[src/rtl/fetch_stage_pkg.sv]
// ============================================================================
// Module  : fetch_stage_pkg
// Purpose : Constants and types shared by the fetch stage, IF/ID and decode.
// Rev     : 1.0  initial release
// ============================================================================
`default_nettype none

package fetch_stage_pkg;

  localparam int          c_pc_w          = 16;
  localparam logic [15:0] c_reset_pc      = 16'h0000;
  localparam logic [15:0] c_pc_inc        = 16'h0002;
  localparam logic [4:0]  c_halt_opcode   = 5'b00000;
  localparam logic [15:0] c_nop_instr     = 16'h0800;

  // Fetch controller states
  typedef enum logic [1:0] {
    ST_FETCH  = 2'd0,
    ST_WAIT   = 2'd1,
    ST_HALTED = 2'd2
  } fetch_state_e;

  // True when the opcode field of an instruction matches the HALT encoding
  function automatic logic is_halt(input logic [15:0] instr, input logic [4:0] op);
    return (instr[15:11] == op);
  endfunction

endpackage

`default_nettype wire

[src/rtl/fetch_stage_if.sv]
// ============================================================================
// Module  : fetch_stage_if
// Purpose : Bundles the hazard inputs, instruction-memory handshake and the
//           IF/ID-facing outputs of the fetch stage.
// Rev     : 1.0  initial release
// ============================================================================
`default_nettype none

interface fetch_stage_if;
  import fetch_stage_pkg::*;

  logic              stall;
  logic              jump_hazard;
  logic [c_pc_w-1:0] redirect_pc;
  logic              imem_rd_en;
  logic [c_pc_w-1:0] imem_addr;
  logic [15:0]       imem_data;
  logic              imem_ready;
  logic [c_pc_w-1:0] pc_add_out;
  logic [15:0]       instr_out;
  logic              HALT_out;
  logic              fetch_stall;

  // Fetch stage side
  modport master (
    input  stall, jump_hazard, redirect_pc, imem_data, imem_ready,
    output imem_rd_en, imem_addr, pc_add_out, instr_out, HALT_out, fetch_stall
  );

  // Environment side (memory, hazard unit, IF/ID)
  modport slave (
    output stall, jump_hazard, redirect_pc, imem_data, imem_ready,
    input  imem_rd_en, imem_addr, pc_add_out, instr_out, HALT_out, fetch_stall
  );

endinterface

`default_nettype wire

[src/rtl/fetch_stage_pc_register.sv]
// ============================================================================
// Module  : pc_register
// Purpose : Program counter storage: array of D flops with a common load
//           enable and a synchronous reset value.
// Rev     : 1.0  initial release
// ============================================================================
`default_nettype none

module pc_register #(
  parameter int         WIDTH     = 16,
  parameter logic [WIDTH-1:0] RESET_VAL = '0
) (
  input  wire logic             clk,
  input  wire logic             rst,
  input  wire logic             i_load,
  input  wire logic [WIDTH-1:0] i_d,
  output logic      [WIDTH-1:0] o_q
);

  logic [WIDTH-1:0] r_q;

  generate
    for (genvar gi = 0; gi < WIDTH; gi++) begin : g_bit
      // One flop per PC bit: reset to its RESET_VAL bit, load when enabled
      always_ff @(posedge clk) begin
        if (rst) begin
          r_q[gi] <= RESET_VAL[gi];
        end else if (i_load) begin
          r_q[gi] <= i_d[gi];
        end
      end
    end
  endgenerate

  assign o_q = r_q;

endmodule

`default_nettype wire

[src/rtl/fetch_stage.sv]
// ============================================================================
// Module  : fetch_stage
// Purpose : IF stage. Owns the PC, issues instruction-memory reads over a
//           ready handshake, presents PC+inc / instruction / HALT to IF/ID,
//           and applies stalls, redirects and HALT freezing.
// Rev     : 1.0  initial release
// ============================================================================
`default_nettype none

module fetch_stage
  import fetch_stage_pkg::*;
#(
  parameter logic [15:0] RESET_PC    = c_reset_pc,
  parameter logic [15:0] PC_INC      = c_pc_inc,
  parameter logic [4:0]  HALT_OPCODE = c_halt_opcode,
  parameter logic [15:0] NOP_INSTR   = c_nop_instr
) (
  input  wire logic    clk,
  input  wire logic    rst,
  fetch_stage_if.master bus
);

  fetch_state_e      r_state;
  fetch_state_e      w_state_nxt;
  logic              r_redirect_pend;
  logic              w_redirect_pend_nxt;
  logic [c_pc_w-1:0] w_pc;
  logic [c_pc_w-1:0] w_pc_nxt;
  logic [c_pc_w-1:0] w_pc_plus;
  logic              w_pc_load;
  logic              w_active;
  logic              w_valid;
  logic              w_is_halt;

  pc_register #(
    .WIDTH     (c_pc_w),
    .RESET_VAL (RESET_PC)
  ) u_pc (
    .clk    (clk),
    .rst    (rst),
    .i_load (w_pc_load),
    .i_d    (w_pc_nxt),
    .o_q    (w_pc)
  );

  // Incrementer wraps naturally at 2^16
  assign w_pc_plus = w_pc + PC_INC;

  // Datapath outputs: a fetch is valid only when memory answers a request
  // that has not been superseded by a redirect
  always_comb begin
    w_active  = ~rst & (r_state != ST_HALTED);
    w_valid   = w_active & bus.imem_ready & ~r_redirect_pend;
    w_is_halt = is_halt(bus.imem_data, HALT_OPCODE);

    bus.imem_rd_en  = w_active;
    bus.imem_addr   = w_pc;
    bus.pc_add_out  = w_pc_plus;
    bus.instr_out   = w_valid ? bus.imem_data : NOP_INSTR;
    bus.HALT_out    = w_valid & w_is_halt;
    bus.fetch_stall = ~w_valid;
  end

  // Next PC / next state, in priority order: redirect, drop stale, stall,
  // halted hold, HALT capture, normal advance, wait for memory
  always_comb begin
    w_state_nxt         = r_state;
    w_redirect_pend_nxt = r_redirect_pend;
    w_pc_load           = 1'b0;
    w_pc_nxt            = w_pc;

    if (bus.jump_hazard) begin
      w_pc_load = 1'b1;
      w_pc_nxt  = bus.redirect_pc;
      if ((r_state == ST_WAIT) && !bus.imem_ready) begin
        // Old request still outstanding: remember to discard its response
        w_redirect_pend_nxt = 1'b1;
        w_state_nxt         = ST_WAIT;
      end else begin
        w_redirect_pend_nxt = 1'b0;
        w_state_nxt         = ST_FETCH;
      end
    end else if (r_redirect_pend) begin
      if (bus.imem_ready) begin
        w_redirect_pend_nxt = 1'b0;
        w_state_nxt         = ST_FETCH;
      end
    end else if (bus.stall) begin
      // PC holds; the handshake still completes and its data is refetched
      if (r_state != ST_HALTED) begin
        w_state_nxt = bus.imem_ready ? ST_FETCH : ST_WAIT;
      end
    end else if (r_state == ST_HALTED) begin
      w_state_nxt = ST_HALTED;
    end else if (w_valid && w_is_halt) begin
      w_state_nxt = ST_HALTED;
    end else if (w_valid) begin
      w_pc_load   = 1'b1;
      w_pc_nxt    = w_pc_plus;
      w_state_nxt = ST_FETCH;
    end else begin
      w_state_nxt = ST_WAIT;
    end
  end

  // Controller state registers
  always_ff @(posedge clk) begin
    if (rst) begin
      r_state         <= ST_FETCH;
      r_redirect_pend <= 1'b0;
    end else begin
      r_state         <= w_state_nxt;
      r_redirect_pend <= w_redirect_pend_nxt;
    end
  end

endmodule

`default_nettype wire

[src/flat_wrapper.sv]
// flat-port wrapper written by rule: the top's interface ports become plain ports
module fetch_stage_flat import fetch_stage_pkg::*;
#(
  parameter logic [15:0] RESET_PC    = c_reset_pc,
  parameter logic [15:0] PC_INC      = c_pc_inc,
  parameter logic [4:0]  HALT_OPCODE = c_halt_opcode,
  parameter logic [15:0] NOP_INSTR   = c_nop_instr
)
  (clk, rst, bus_stall, bus_jump_hazard, bus_redirect_pc, bus_imem_data, bus_imem_ready, bus_imem_rd_en, bus_imem_addr, bus_pc_add_out, bus_instr_out, bus_HALT_out, bus_fetch_stall);
  fetch_stage_if bus_i ();
  input  wire logic clk;
  input  wire logic rst;
  input wire logic [$bits(bus_i.stall)-1:0] bus_stall;
  input wire logic [$bits(bus_i.jump_hazard)-1:0] bus_jump_hazard;
  input wire logic [$bits(bus_i.redirect_pc)-1:0] bus_redirect_pc;
  input wire logic [$bits(bus_i.imem_data)-1:0] bus_imem_data;
  input wire logic [$bits(bus_i.imem_ready)-1:0] bus_imem_ready;
  output wire logic [$bits(bus_i.imem_rd_en)-1:0] bus_imem_rd_en;
  output wire logic [$bits(bus_i.imem_addr)-1:0] bus_imem_addr;
  output wire logic [$bits(bus_i.pc_add_out)-1:0] bus_pc_add_out;
  output wire logic [$bits(bus_i.instr_out)-1:0] bus_instr_out;
  output wire logic [$bits(bus_i.HALT_out)-1:0] bus_HALT_out;
  output wire logic [$bits(bus_i.fetch_stall)-1:0] bus_fetch_stall;
  assign bus_i.stall = bus_stall;
  assign bus_i.jump_hazard = bus_jump_hazard;
  assign bus_i.redirect_pc = bus_redirect_pc;
  assign bus_i.imem_data = bus_imem_data;
  assign bus_i.imem_ready = bus_imem_ready;
  assign bus_imem_rd_en = bus_i.imem_rd_en;
  assign bus_imem_addr = bus_i.imem_addr;
  assign bus_pc_add_out = bus_i.pc_add_out;
  assign bus_instr_out = bus_i.instr_out;
  assign bus_HALT_out = bus_i.HALT_out;
  assign bus_fetch_stall = bus_i.fetch_stall;
  fetch_stage #(.RESET_PC(RESET_PC), .PC_INC(PC_INC), .HALT_OPCODE(HALT_OPCODE), .NOP_INSTR(NOP_INSTR)) u_core (.clk(clk), .rst(rst), .bus(bus_i));
endmodule
[config.mk]
export PLATFORM = sky130hd
export DESIGN_NAME = fetch_stage_flat
export DESIGN_NICKNAME = d
export VERILOG_FILES = /design/src/rtl/fetch_stage_pkg.sv /design/src/rtl/fetch_stage_if.sv /design/src/rtl/fetch_stage_pc_register.sv /design/src/rtl/fetch_stage.sv /design/src/flat_wrapper.sv
export SDC_FILE = /design/constraint.sdc
export NUM_CORES = 1
export LEC_CHECK = 0
export CAP_MARGIN = 0
export CORE_MARGIN = 2
export CORE_UTILIZATION = 35
export CTS_BUF_LIST = sky130_fd_sc_hd__clkbuf_4 sky130_fd_sc_hd__clkbuf_8
export DETAILED_ROUTE_END_ITERATION = 10
export GPL_TIMING_DRIVEN = 1
export PLACE_DENSITY_LB_ADDON = 0.3
export SLEW_MARGIN = 5
export SYNTH_ARGS = -nofsm -noshare
export SYNTH_HDL_FRONTEND = slang
export SYNTH_HIERARCHICAL = 1
export SYNTH_SLANG_ARGS = --single-unit
[constraint.sdc]
create_clock -name clk -period 3.1 [get_ports clk]
set_clock_uncertainty 0.2 [all_clocks]
set_input_delay 0.465 -clock clk [delete_from_list [all_inputs] [get_ports clk]]
set_output_delay 0.465 -clock clk [all_outputs]
set_load 0.005 [all_outputs]
Word level (Yosys, flattened, before mapping)
Cells that the tools add are included.

storage, ports and cells
  flip-flop bits (word level) = 19
  input port bits = 37
  word-level logic and storage cells = 69
  output and inout bits = 51

cells by class
  multiplexer cells = 27
  equal/unequal tests = 9
  bitwise logic cells = 7
  $add $sub $neg = 1
  reductions and logical operators = 7

operators by type and width
  cell                     count
  $mux W16                 7
  $add A16 B2 Y16 const B  1
  $mux W2                  7
  $mux W1                  13
  $ne A2 B2 Y1 const B     4
  $reduce_and A6 Y1        1
  $logic_not A5 Y1         1
  $and A1 B1 Y1            4
  $ne A4 B1 Y1 const B     1
  $ne A3 B3 Y1 const B     1
  $not A1 Y1               3
  $eq A2 B1 Y1 const B     1
  $eq A2 B2 Y1 const B     1
  $logic_and A1 B1 Y1      2
  $ne A2 B1 Y1 const B     1
  $reduce_and A2 Y1        1
  $reduce_bool A2 Y1       1
  $logic_not A1 Y1         1

Logic depth before layout (Yosys ltp)
Gate-level depths: netlist of the first run.

  word-level depth = 11
  mapped depth = 9
  depth with buffers taken out = 7

Hierarchy
The synthesis of the first run kept the hierarchy.

modules (own cells, without submodules)
  module       sequential area each (um^2)  area an instance (um^2)  cells an instance  times used
  fetch_stage  60.1                         1067.3                   168                1
  pc_register  320.3                        580.6                    52                 1

Worst setup path before layout of the first run
No wires, ideal clock.

  kind = reg2out
  start point = register u_core.u_pc.r_q[1], in the netlist u_core/u_pc/o_q[1]
  end point = output port bus_pc_add_out[15]
  stages on the path, launching flop included = 5
  data required time = 2.435 ns
  arrival time = 1.517 ns
  path buffers = 0
  slack = 0.918 ns
  path through = dfxtp_1 ha_1 nand3_1 nor4_1 xnor2_1

between the ends
  word-level cells in the longest chain between the ends = 1

ends and longest elaborated chain
  element                          RTL line                       RTL
  start, declared                  fetch_stage_pc_register.sv:20  logic [WIDTH-1:0] r_q;
  start signal, assigned by index  fetch_stage_pc_register.sv:27  r_q[gi] <= RESET_VAL[gi];
  start signal, assigned by index  fetch_stage_pc_register.sv:29  r_q[gi] <= i_d[gi];
  $add A16 B2 Y16                  fetch_stage.sv:47              assign w_pc_plus = w_pc + PC_INC;
  end, declared                    flat_wrapper.sv:20             output wire logic [$bits(bus_i.pc_add_out)-1:0] bus_pc_add_out;

No other way between the ends.

Final worst setup path of the first run
  start point = register u_core.u_pc.r_q[1], in the netlist u_core/u_pc/o_q[1]
  end point = output port bus_pc_add_out[13]

The elaborated chain is that of the path after synthesis.

==> flow_summary.toml, run 1 <==
[timing]
setup_viol = 0
final.period_utilization_pct = 96.7
rsz0062_at_grt = "true"
hold_viol = 0
slew_headroom_pct = 58.7
clock.fmax_mhz = 334
period_needed_ps = 3000
tns_ps = 0
tightest_slew_ps = 611
fin_hold_ws_ps = 352
maxSlewViolCount = 0

[pwr]
pwr-share-comb_pct = 34.3
p_per_area_mw_per_mm2 = 262
seqPwrFrac_pct = 40.6
internal_power_uw = 495
fin_total_pwr_uw = 686
p_leak_nw = 0.994
switching_share_pct = 27.9
irDropWorstVdd_mv = 0.247
switchingPower_uw = 191
clkPwrFrac_pct = 25.1

[layout]
fill_cells = 435
drive_above_1_share_pct = 7.26
area_delta_synth_final_pct = 58.9
antennaDiodeCount = 0
seq_area_um2 = 380
nets = 342
fin_util_pct = 58.9
multi_input_area_mm2 = 0.00115

[setup_path]
cp.required_ps = 2430
cp_slowest_stage_delay_ps = 530
criticalPathCategory = "register to output pin"
critPathCaptureType = "output pin"
arrival_ps = 2330
crit_family = "simple AND/OR/NAND/NOR gates"
crit_chain = "ha_1 > nand3_1 > nor3_1 > xnor2_1 > clkdlybuf4s50_1"
cp_num_buf_inv = 1
cpMaxStageDelayCell = "clkdlybuf4s50_1"
crit_path_start = "u_core/u_pc/o_q[1]"
cp_max_fo = 7
r2r_start = "u_core/u_pc/o_q[3]"
cp-start-kind = "register"

[synthesis]
ys_async_sr_fraction_pct = 0
synth_seq_area_share_pct = 23.1
synth_warnings = 6
synth.distinct_cells = 39
synthCells = 220
syn_area_mm2 = 0.00165
avgSynthCellArea_um2 = 7.49
syn_nets = 258
synth-edff-count = 0
ys_ff_latch = 19
dominantRegCellSynth = "dfxtp_1"

[placed_design]
io_buffers = 87
gp_congestion = 0.755
hpwl_mm = 3.57

[min_path]
worstHoldPathType = "register to register"
min_from = "u_core/u_pc/o_q[0]"

[die]
rows = 24
start_util_pct = 37.1
core-area_mm2 = 0.00444
io_pins = 88
die_width_um = 72.6
design.die.area_mm2 = 0.00527
die_y_um = 72.6

[drt]
routed_via_density = 5.23
wire_per_inst_um = 13.4
drtPass1Iterations = 4
drt.antenna.violating_nets = 0
drtIter0Drc = 88
routed-via-count = 1855
routed_wl_mm = 4.75
drc = 0

[clocking]
cts_hold_buffers = 0
cts_sinks = 19
clk_pin_slew_worst_paths_ps = 70
postCtsSetupBuffers = 0
cts_tree = "built"
cts_root_buf = "clkbuf_8"
clk_path_buf_depth = 2
insertion_delay_ps = 250
cts_max_level = 1
numCtsBuffers = 3

[job]
max-cap-violations = 0

[global_route]
grt_usage_pct = 18.1
grt.overflow.total = 0
antenna_found_initial = 0
first_global_vias = 1677
grt_pass1_wl_mm = 7.74
grt_max_degree = 37

[outcome]
status = "finished clean"
==> synth_stat cells, types with 3 or more instances <==
cell type	number	area share, %
nor2_1	34	7.7
nand2_1	20	4.6
dfxtp_1	19	23
mux2i_1	17	10
and2_1	16	6.1
nand3_1	13	3.9
inv_1	12	2.7
xnor2_1	12	6.4
nand4_1	9	3.4
clkbuf_1	8	1.8
o311ai_0	8	4.3
a311o_1	7	4.3
nor3_1	6	1.8
or2_2	5	1.9
buf_2	3	0.91
nor3b_1	3	1.4
o311ai_1	3	1.6
==> cells by family after synthesis <==
logic type / after synthesis / synth area share, %
AO/OA/AOI/OAI: 25 / 12.8
XOR/XNOR: 13 / 6.91
adder cells (fa/ha/maj): 1 / 0.759
buffers and inverters: 27 / 8.05
flip-flops: 19 / 23.1
multiplexers: 18 / 11.0
AND/OR/NAND/NOR: 117 / 37.4
==> final timing paths <==
check                   endpoint  slack (ps)  cells past startpoint
max           bus_pc_add_out[13]         100                      5
min           u_core/u_pc/o_q[0]         350                      2
max reg2reg  u_core/u_pc/o_q[10]         830                      6
min reg2reg   u_core/u_pc/o_q[0]         350                      2
==> power groups by stage <==
stage / logic, mW / registers [mW] / clock network, mW
after floorplan: 0.106 / 0.281 / 0
after detailed placement: 0.235 / 0.284 / 0
after CTS: 0.237 / 0.279 / 0.177
after global placement: 0.232 / 0.284 / 0
after global routing: 0.257 / 0.282 / 0.190
final: 0.235 / 0.279 / 0.173
==> routing by layer <==
layer	vias up	track usage [%]	share of wire, %	wire (um)
met5	-	0	0	0
met4	0	3.09	0.36	17
met3	2	3.45	4.5	215
met2	50	33.2	51	2410
met1	856	22.2	44	2110
li1	947	-	-	-
==> placed cells by master, fill, tap and decap left out, drive strengths merged, types with 2 or more instances in the layout <==
master	n
clkbuf	3
nand2b	2
nor3b	3
a31oi	2
nand4	10
mux2i	17
a311o	7
nand3	13
nor2	34
nand2	20
o21ai	2
o311ai	11
nor3	6
nor4b	2
dfxtp	19
or2	5
buf	7
inv	12
clkdlybuf4s50	87
and2	16
xnor2	12
==> stage by stage <==
stage | cell area, um^2 | cells | setup WS [ps]
after floorplan | 1650 | 220 | 918
after global placement | 2560 | 351 | 285
after detailed placement | 2560 | 351 | 261
after CTS | 2610 | 355 | 18.7
after global routing | 2620 | 355 | -28.0
final | 2620 | 355 | 104
==> cell type report <==
class,count,share of cell area [%]
Tap cell,52,2.48
Timing Repair Buffer,94,35.7
Clock inverter,1,0.191
Multi-Input combinational cell,174,43.8
Sequential cell,19,14.5
Inverter,12,1.72
Clock buffer,3,1.58
==> timing repair <==
item,in CTS,in global routing
setup endpoints to repair,1,3
resized for setup,1,1
gates cloned,0,0
hold endpoints to repair,0,0
==> worst register-to-register path: cells and delay by family, from the launching register on <==
family | cells | cell delay [ps]
multiplexers | 1 | 150
flip-flops | 1 | 460
AO/OA/AOI/OAI | 2 | 500
AND/OR/NAND/NOR | 3 | 840
==> sequential cells by signal, indices dropped and copies added (netlist names) <==
register	count
u_core/r_redirect_pend	1
u_core/r_state	2
u_core/u_pc/o_q	16
Note: power is estimated with default switching activity, not from simulation.
==> run 2, diff against run 1 <==
--- a/config.mk
+++ b/config.mk
@@ -15,5 +15,4 @@
 export SLEW_MARGIN = 5
 export SYNTH_ARGS = -nofsm -noshare
 export SYNTH_HDL_FRONTEND = slang
-export SYNTH_HIERARCHICAL = 1
 export SYNTH_SLANG_ARGS = --single-unit
==> flow_summary.toml, run 2 <==
[setup_path]
reg2reg_depth = 5
criticalPathCategory = "primary input to output pin"
regToRegSetupSlack_ps = 1160
cp.required_ps = 2430
cp_max_fo = 10
critPathCaptureType = "output pin"
r2r_start = "u_core.r_redirect_pend"
arrival_ps = 2200
r2r-end = "u_core.u_pc.o_q[5]"
cp-start-kind = "primary input"

[clocking]
clk_path_buf_depth = 2
insertion_delay_ps = 250
cts_tree = "built"
clk_pin_slew_worst_paths_ps = 80
cts_sinks = 19
cts_hold_buffers = 0
numCtsBuffers = 3
postCtsResizedCells = 0
postCtsSetupBuffers = 0
cts_root_buf = "clkbuf_8"
cts_max_level = 1

[timing]
hold_viol = 0
fin_hold_ws_ps = 350
setup_viol = 0
clock.fmax_mhz = 349
tightest_slew_ps = 398
slew_headroom_pct = 73.3
rsz0062_at_grt = "false"
period_needed_ps = 2860
maxSlewViolCount = 0
tns_ps = 0
final.period_utilization_pct = 92.3

[min_path]
min_from = "u_core.u_pc.o_q[0]"
worstHoldPathType = "register to register"
hold_depth = 2
whs_endpoint = "u_core.u_pc.o_q[0]"

[die]
core-area_mm2 = 0.00374
io_pins = 88
rows = 22
design.die.area_mm2 = 0.00451
die_width_um = 67.2
die_y_um = 67.2
start_util_pct = 37.3

[job]
max-cap-violations = 0

[layout]
area_delta_synth_final_pct = 65.4
final-instance-count-excl-fill = 303
antennaDiodeCount = 0
layout_commonest_cell = "clkdlybuf4s50_1"
fill_cells = 343
seq_area_um2 = 380
most-common-layout-cells = "clkdlybuf4s50_1, nor2_1, xnor2_1, dfxtp_1, and2_1"
drive_above_1_share_pct = 7.06
largest_register_ffs = 16
nets = 294
multi_input_area_um2 = 886

[placed_design]
dpl.cell_count = 299
io_buffers = 87
hpwl_mm = 3.20
gp_congestion = 0.828

[outcome]
status = "finished clean"

[drt]
drc = 0
drtIter0Drc = 57
routed_wl_mm = 3.96
wire_per_inst_um = 13.1
routed_via_density = 5.00
drt.antenna.violating_nets = 0
routed-via-count = 1515
drtPass1Iterations = 4

[synthesis]
yosysMostFrequentCell = "nor2_1"
synthCells = 172
dominantRegCellSynth = "dfxtp_1"
synth.distinct_cells = 36
syn_area_mm2 = 0.00140
synth-edff-count = 0
synth_warnings = 0
yosys.area.top_type_share_pct = 27.2
avgSynthCellArea_um2 = 8.12
ys_ff_latch = 19
ys_async_sr_fraction_pct = 0
yosys.area.top_type = "dfxtp_1"
synth.area.top_cells = "dfxtp_1, xnor2_1, and2_1"
synth_seq_area_share_pct = 27.2
yosys-top-cells-count = "nor2_1, dfxtp_1, xnor2_1, and2_1"
syn_nets = 210

[pwr]
irDropWorstVdd_mv = 0.166
p_per_area_mw_per_mm2 = 291
p_leak_nw = 0.815

[global_route]
antenna_found_initial = 0
grt.overflow.total = 0
grt_usage_pct = 18.4
grt_max_degree = 21
first_global_vias = 1402
grt_pass1_wl_mm = 6.60
==> run 2: cell types whose count changed after synthesis, moves of 6 or more <==
cell and change:
a211oi_1 +11, a311o_1 -7, inv_1 -6, mux2i_1 -15, nand2_1 -15, nand3_1 -7
nor2_1 -12, o311ai_0 -8, xnor2_1 +7
==> run 2: metrics by stage <==
stage	area [um^2]	power [mW]	worst slack, ps	util (%)
2_1_floorplan	1400	0.363	1070	-
3_3_place_gp	2260	0.494	258	60.4
3_5_place_dp	2260	0.496	221	60.4
4_1_cts	2310	0.675	218	61.7
5_1_grt	2310	0.708	87.3	61.7
6_report	2310	0.672	238	61.7
==> run 2: cell type report <==
type,count,share of cell area (%)
Tap cell,48,2.60
Sequential cell,19,16.5
Inverter,7,1.14
Timing Repair Buffer,92,39.3
Clock buffer,4,2.11
Multi-Input combinational cell,133,38.4
==> run 2: worst max path at each step <==
| stage | startpoint | end | slack (ps) | depth (start not counted) |
|---|---|---|---|---|
| 6_report | rst | bus_instr_out[3] | 240 | 6 |
| 5_1_grt | rst | bus_instr_out[3] | 90 | 6 |
| 4_1_cts | rst | bus_instr_out[3] | 220 | 6 |
| 3_5_place_dp | rst | bus_instr_out[3] | 220 | 6 |
| 3_3_place_gp | rst | bus_instr_out[8] | 260 | 6 |
| 2_1_floorplan | rst | bus_instr_out[10] | 1070 | 5 |
==> run 2: cell families after synthesis <==
group,synth area share [%]
fa+ha+maj,0.896
xor+xnor,15.1
simple gates,33.8
buf+inv,9.32
compound gates,12.3
mux,1.43
flops,27.2
==> run 2: where the power goes <==
group          switching [mW]  total, mW  internal (mW)
sequential             0.0246      0.284          0.260
clock                  0.0822      0.182          0.100
combinational          0.0666      0.205          0.139
total                   0.173      0.672          0.498
==> run 2: worst max-delay path, cell delays in order <==
cell and delay [ps]:
clkdlybuf4s50_1 420, a21oi_1 160, and3b_1 340, buf_4 200
and2_1 130, clkdlybuf4s50_1 500
==> run 2: metal layers <==
layer	vias up	wire length [um]	track usage (%)
li1	769	-	-
met1	696	1730	22.8
met2	48	1940	32.5
met3	2	254	3.50
met4	0	34	4.59
met5	-	0	0
